--- src/rtl/wb_load_store.sv ---
// Load/store unit: builds lane selects, runs one Wishbone B4 classic cycle, extends load data.
// Latency: accept T0, strobe T1, done one cycle after ack/err; illegal requests complete at T1 without a bus cycle.
module wb_load_store #(
   parameter int XLEN       = 32,
   parameter int ADDR_WIDTH = 30,
   parameter int TIMEOUT    = 255
) (
   input  logic                  clk_i,
   input  logic                  rst_n_i,
   input  logic                  req_i,
   input  logic                  we_i,
   input  logic [2:0]            funct3_i,
   input  logic [XLEN-1:0]       addr_i,
   input  logic [XLEN-1:0]       wdata_i,
   output logic                  ready_o,
   output logic                  done_o,
   output logic                  err_o,
   output logic [XLEN-1:0]       rdata_o,
   output logic [3:0]            sel_o,
   output logic [XLEN-1:0]       unencoded_o,
   input  logic [XLEN-1:0]       decoded_i,
   output logic                  wb_cyc_o,
   output logic                  wb_stb_o,
   output logic                  wb_we_o,
   output logic [ADDR_WIDTH-1:0] wb_adr_o,
   output logic [3:0]            wb_sel_o,
   input  logic                  wb_ack_i,
   input  logic                  wb_err_i
);

   typedef enum logic [1:0] {S_IDLE, S_BUS, S_DONE} state_t;

   state_t                r_state;
   state_t                w_next;
   logic                  r_err;
   logic                  w_err_nxt;
   logic                  r_we;
   logic [2:0]            r_funct3;
   logic [ADDR_WIDTH-1:0] r_adr;
   logic [3:0]            r_sel;
   logic [XLEN-1:0]       r_wdata;
   logic [XLEN-1:0]       r_rdata;
   logic [7:0]            r_cnt;

   logic                  w_accept;
   logic                  w_illegal;
   logic [3:0]            w_sel;
   logic [XLEN-1:0]       w_wdata;
   logic [XLEN-1:0]       w_ext;
   logic                  w_timeout;

   assign w_accept  = (r_state == S_IDLE) && req_i;
   assign w_timeout = (r_cnt == 8'(TIMEOUT - 1));

   // Lane select, alignment/legality check and size-masked store data.
   always_comb begin
      w_sel     = 4'b0000;
      w_illegal = 1'b0;
      w_wdata   = wdata_i;
      case (funct3_i)
         3'b000, 3'b100: begin
            w_sel   = 4'b0001 << addr_i[1:0];
            w_wdata = {{(XLEN-8){1'b0}}, wdata_i[7:0]};
         end
         3'b001, 3'b101: begin
            w_sel     = addr_i[1] ? 4'b1100 : 4'b0011;
            w_illegal = addr_i[0];
            w_wdata   = {{(XLEN-16){1'b0}}, wdata_i[15:0]};
         end
         3'b010: begin
            w_sel     = 4'b1111;
            w_illegal = (addr_i[1:0] != 2'b00);
         end
         default: w_illegal = 1'b1;
      endcase
      if (we_i && funct3_i[2]) begin
         w_illegal = 1'b1;
      end
   end

   always_comb begin
      w_ext = decoded_i;
      case (r_funct3)
         3'b000:  w_ext = {{(XLEN-8){decoded_i[7]}}, decoded_i[7:0]};
         3'b001:  w_ext = {{(XLEN-16){decoded_i[15]}}, decoded_i[15:0]};
         3'b100:  w_ext = {{(XLEN-8){1'b0}}, decoded_i[7:0]};
         3'b101:  w_ext = {{(XLEN-16){1'b0}}, decoded_i[15:0]};
         default: w_ext = decoded_i;
      endcase
   end

   always_ff @(posedge clk_i or negedge rst_n_i) begin
      if (!rst_n_i) begin
         r_state <= S_IDLE;
         r_err   <= 1'b0;
      end else begin
         r_state <= w_next;
         r_err   <= w_err_nxt;
      end
   end

   // Bus error takes priority over a simultaneous acknowledge.
   always_comb begin
      w_next    = r_state;
      w_err_nxt = r_err;
      case (r_state)
         S_IDLE: begin
            if (req_i) begin
               w_next    = w_illegal ? S_DONE : S_BUS;
               w_err_nxt = w_illegal;
            end
         end
         S_BUS: begin
            if (wb_err_i) begin
               w_next    = S_DONE;
               w_err_nxt = 1'b1;
            end else if (wb_ack_i) begin
               w_next    = S_DONE;
               w_err_nxt = 1'b0;
            end else if (w_timeout) begin
               w_next    = S_DONE;
               w_err_nxt = 1'b1;
            end
         end
         S_DONE:  w_next = S_IDLE;
         default: w_next = S_IDLE;
      endcase
   end

   always_ff @(posedge clk_i or negedge rst_n_i) begin
      if (!rst_n_i) begin
         r_we     <= 1'b0;
         r_funct3 <= 3'b000;
         r_adr    <= '0;
         r_sel    <= 4'b0000;
         r_wdata  <= '0;
         r_rdata  <= '0;
         r_cnt    <= 8'd0;
      end else begin
         if (w_accept) begin
            r_we     <= we_i;
            r_funct3 <= funct3_i;
            r_adr    <= addr_i[ADDR_WIDTH+1:2];
            r_sel    <= w_sel;
            r_wdata  <= w_wdata;
            r_cnt    <= 8'd0;
         end else if (r_state == S_BUS) begin
            r_cnt <= r_cnt + 8'd1;
         end
         if ((r_state == S_BUS) && !wb_err_i && wb_ack_i && !r_we) begin
            r_rdata <= w_ext;
         end
      end
   end

   assign ready_o     = (r_state == S_IDLE);
   assign done_o      = (r_state == S_DONE);
   assign err_o       = (r_state == S_DONE) && r_err;
   assign rdata_o     = r_rdata;
   assign sel_o       = r_sel;
   assign unencoded_o = r_wdata;
   assign wb_cyc_o    = (r_state == S_BUS);
   assign wb_stb_o    = (r_state == S_BUS);
   assign wb_we_o     = r_we;
   assign wb_adr_o    = r_adr;
   assign wb_sel_o    = r_sel;

endmodule

--- config.mk ---
export PLATFORM = sky130hd
export DESIGN_NAME = wb_load_store
export DESIGN_NICKNAME = d
export VERILOG_FILES = /design/src/rtl/wb_load_store.sv
export SDC_FILE = /design/constraint.sdc
export NUM_CORES = 1
export LEC_CHECK = 0
export ABC_CLOCK_PERIOD_IN_PS = 2000
export CORE_MARGIN = 2
export CORE_UTILIZATION = 25
export CTS_BUF_LIST = sky130_fd_sc_hd__clkbuf_4 sky130_fd_sc_hd__clkbuf_8 sky130_fd_sc_hd__clkbuf_16
export DETAILED_ROUTE_END_ITERATION = 10
export GPL_ROUTABILITY_DRIVEN = 0
export SETUP_SLACK_MARGIN = 0.15
export SYNTH_ARGS = -nofsm -noshare
export SYNTH_HDL_FRONTEND = slang
export SYNTH_SLANG_ARGS = --single-unit
--- constraint.sdc ---
create_clock -name clk_i -period 2 [get_ports clk_i]
set_input_delay 0.5 -clock clk_i [delete_from_list [all_inputs] [get_ports clk_i]]
set_output_delay 0.5 -clock clk_i [all_outputs]
set_load 0.005 [all_outputs]
Word-level counts from Yosys, hierarchy flattened. Cells that the tools add are included. Widths: inputs -> output; s select.

Bits in registers: 113. Logic and storage cells: 60. Input bits: 105. Output and inout port bits: 108.

Equality and inequality tests: 12. Add/subtract/negate cells: 1. Reduce and logical (&&, ||, !) cells: 18. Shift-type cells: 1. Multiplexer cells: 19.

Operators by type and width (count): $pmux 32 s4 (1); $pmux 32 s2 (1); $mux 8 (2); $eq 3x3->1 const B (4); $pmux 4 s3 (1); $mux 2 (5); $add 8x1->8 const B (1); $eq 8x8->1 const B (1); $eq 3x1->1 const B (2); $logic_and 1x1->1 (6); $logic_not 3->1 (2); $reduce_bool 2->1 (3); $mux 1 (5); $mux 4 (1); $ne 4x1->1 const B (1); $pmux 2 s2 (1); $reduce_or 2->1 (2); $shl 1x2->4 const A (1); $eq 3x2->1 const B (1); $pmux 1 s3 (1); $reduce_and 3->1 (1); $eq 2x1->1 const B (1); $eq 2x2->1 const B (1); $logic_not 1->1 (2); other kinds (4) (4).

Logic depth before layout (Yosys ltp).
Depth after elaboration: 7. Depth in mapped cells: 6.

Worst setup path before layout. OpenSTA, ideal clock, no wires.

Kind: input to register. Start point: input req_i. End point: register r_wdata[2], in the netlist unencoded_o[2]. Data required time: 1.875 ns. Setup time: 0.125 ns. Path buffers: 3. Arrival: 1.521 ns. Setup slack: 0.354 ns. Cell stages on the path: 5. Cell sequence: or3b_1 > buf_2 > buf_6 > buf_6 > mux2_4.

Longest elaborated chain between the ends: 1.

RTL lines: from (decl) (RTL line 10) `input logic req_i,`; $logic_and 1x1->1 (RTL line 52) `assign w_accept = (r_state == S_IDLE) && req_i;`; to (signal assigned) (RTL line 145) `r_wdata <= w_wdata;`; to (decl) (RTL line 41) `logic [XLEN-1:0] r_wdata;`.

Every way passes these cells. A chain may end at the register's enable or synchronous reset.

Worst setup path after layout.
Start point: register r_state[1]. End point: output wb_cyc_o.

Longest elaborated chain between the ends: 1.

RTL lines: from (decl) (RTL line 33) `state_t r_state;`; from (signal assigned) (RTL line 97) `r_state <= w_next;`; $eq 2x1->1 (RTL line 162) `assign wb_cyc_o = (r_state == S_BUS);`; to (decl) (RTL line 22) `output logic wb_cyc_o,`.

Every way passes these cells.

==> results by group <==
Die
  • Die width: 141 um
  • Initial Util: 25.3%
  • Core box area: 0.0186 sq mm
  • # IOs: 213
  • Die area: 0.0199 sq mm
  • Die H: 141 um
  • Num rows: 50

Pwr
  • Pleak: 0.00347 uW
  • Sequential share of power: 37.3%
  • VDD IR max: 565 uV
  • Switching part of the total power: 24.9%
  • Comb power frac: 29.8%
  • Power density over cell area: 1140 mW/mm^2
  • Switching power total: 2210 uW
  • Int Pwr: 6650 uW
  • Clock network power share: 32.9%

GRT
  • GRT overflow: 0
  • First-pass GRT wire length: 20,800 um
  • Vias in the first global route: 3,954
  • Largest net degree at the start of global routing: 61
  • Antenna violations before repair: 0
  • GR Util All Layers: 13.4%

Routing
  • Routed vias: 3,835
  • DR iter-0 viols: 136
  • DRC viols: 0
  • WL/cell: 15.1 um
  • Top Layer Used: met4
  • Post-Route WL: 13,100 um
  • Detailed route wirelength on metal2: 6740 um
  • Via-per-instance ratio: 4.41
  • Met3 wire length: 900 um
  • Drt first pass iters: 4
  • Final ANT Viol Nets: 0
  • WL met1: 5260 um

Synthesis
  • Netlist cell types: 40
  • Dominant cell type by area after synthesis: dfrtp_1
  • Synth warn: 0
  • Mapped Cells: 396
  • Top area cells in the synthesized netlist: dfrtp_1 (60%), mux2_2 (12%), nand2_1 (6.4%)
  • Primary FF master, synth: dfrtp_1
  • Syn_area_per_cell: 11.9 sq um
  • Ys async rst share: 100%
  • Sequential-to-total area share from yosys stat: 60.1%
  • Top cell type's share of synthesized area: 60.1%
  • Cell area after synthesis: 0.00471 sq mm
  • Mapped Nets: 503
  • Flop and latch count out of synthesis: 113
  • Post-synth EDFFs: 0

Place
  • PortBufs: 212
  • DPL Wire Length: 9760 um

Clock tree
  • Clk_lat worst skew: 0.41 ns
  • TritonCTS clock tree: done
  • Clk root buf: clkbuf_16
  • Cts bufs inserted: 17
  • Clock Sinks: 113
  • Clock buffer depth: 2
  • Worst-path clk slew: 0.05 ns
  • Htree depth: 4

Timing
  • Rel. slew slack: 68.1%
  • Peak Freq: 550 MHz
  • Setup violators final: 0
  • Final min period: 1.82 ns
  • Post-route clock skew: 0.00723 ns
  • Final Cycle Share: 91.0%
  • Hold Vio Cnt, Final: 0
  • Final Slew Violations: 0
  • TNS Setup: 0 ns
  • RSZ-0062 raised after global routing: yes
  • Hold slack: 0.0261 ns
  • Worst-Margin Slew: 0.477 ns

Critical path
  • Crit path max-delay family: flip-flops
  • CP most frequent cell: buf_6
  • Element type at the critical path end: primary output
  • CP Buf/Inv Count: 4
  • Arrival @ worst endpoint: 1.32 ns
  • Critical path class: reg2out
  • Slowest CP cell: dfrtp_1
  • CP startpoint kind: register
  • Worst-path cell chain: buf_6 -> nand2b_4 -> inv_4 -> buf_12 -> buf_6
  • Max stage delay on crit path: 0.40 ns
  • Max FO, Critical Path: 3
  • CP Data Required Time: 1.50 ns

Final layout
  • Layout cell share with drive strength beyond 1: 20.9%
  • Final nets: 731
  • Layout Utilization: 42.0%
  • Most frequent cells in the layout: clkdlybuf4s50_1 (196), dfrtp_1 (113), nand2_1 (80), mux2_2 (52), o21ai_0 (38)
  • Synth-to-Final Area Change: 65.7%
  • Ant. Diodes: 0
  • Commonest non-fill, non-tap cell in the layout: clkdlybuf4s50_1

Job
  • MaxCap Viol Count: 0

Hold path
  • Tightest Hold Check Type: in2async

Outcome
  • Outcome: finished clean
[cell usage after synthesis (2+ instances only)]
library cell and count:
a211oi_1 2, mux2_2 52, buf_4 5, or2_2 2
nand2_1 80, mux2_4 6, a21o_1 3, a2bb2oi_1 17
ha_1 2, o31ai_1 2, dfrtp_1 113, nor3b_1 2
inv_1 2, or4_1 3, o21ai_0 38, nor2_1 4
o211ai_1 4, buf_2 9, clkbuf_1 13, buf_6 2
nor2b_1 2, nand2b_1 2, a21oi_1 6, nand3_1 9
[cell families (layout without fill, tap and decap cells)]
kind of cell | after synthesis | count (layout) | share of synthesized area, %
mux | 58 | 58 | 14.4
fa+ha+maj | 2 | 2 | 0.531
compound gates | 77 | 77 | 10.6
buf+inv | 32 | 272 | 3.51
simple gates | 114 | 114 | 10.9
flops | 113 | 113 | 60.1
[timing repair]
| item | 4_1_cts | 5_1_grt |
|---|---|---|
| resized for setup | 22 | 10 |
| endpoints found under the setup margin | 11 | 9 |
| setup buffers | 7 | 0 |
| hold buffers | 0 | 0 |
[worst register-to-register path, cell delays in order, from the launching register on]
cell and delay, ns:
dfrtp_1 0.40, buf_4 0.17, buf_4 0.14, or3b_4 0.41
buf_12 0.21, mux2_2 0.34
[power groups by stage]
stage	sequential (uW)	combinational, uW	clock, uW
floorplan	3330	878	0
global placement	3330	2620	0
detailed placement	3350	2670	0
CTS	3310	2700	3010
global route	3390	2850	3120
finish	3300	2640	2910
[worst paths after layout]
check | startpoint | end | slack, ns | cells past startpoint
min | rst_n_i | rdata_o[17] | 0.03 | 1
max | r_state[1] | wb_cyc_o | 0.18 | 5
max in group asynchronous | rst_n_i | unencoded_o[10] | 1.35 | 2
min reg2reg | unencoded_o[29] | unencoded_o[29] | 0.47 | 2
min in group clk_i | unencoded_o[29] | unencoded_o[29] | 0.47 | 2
max reg2reg | r_state[0] | wb_adr_o[16] | 0.22 | 5
[per-layer routing]
layer / GRT usage [%] / vias up
met5: 0 / -
met4: 5.47 / 0
met3: 5.30 / 18
met2: 23.3 / 124
met1: 14.6 / 1862
li1: - / 1831
[sequential cells by signal (all words and copies together), names as in the netlist]
register and count:
wb_we_o 1, sel_o 4, r_funct3 3, r_state 2, rdata_o 32, r_err 1, r_cnt 8, wb_adr_o 30
unencoded_o 32
[final cells by class]
type / instances / area (sq um)
fill: 1707 / 10800
sequential: 113 / 2830
clock inverter: 7 / 85.1
timing repair buffer: 239 / 2370
tap: 234 / 293
clock buffer: 24 / 484
inverter: 2 / 10.0
multi-input combinational: 251 / 1730
[per-stage QoR]
step	total power (uW)	instance area, sq um	worst slack, ns	std cells
2_1_floorplan	4210	4710	0.354	396
3_3_place_gp	5950	7160	-0.0461	832
3_5_place_dp	6020	7160	-0.0634	832
4_1_cts	9020	7790	0.0605	870
5_1_grt	9360	7800	0.115	870
6_report	8860	7800	0.180	870
No activity file was read; power rests on OpenSTA's default activity.
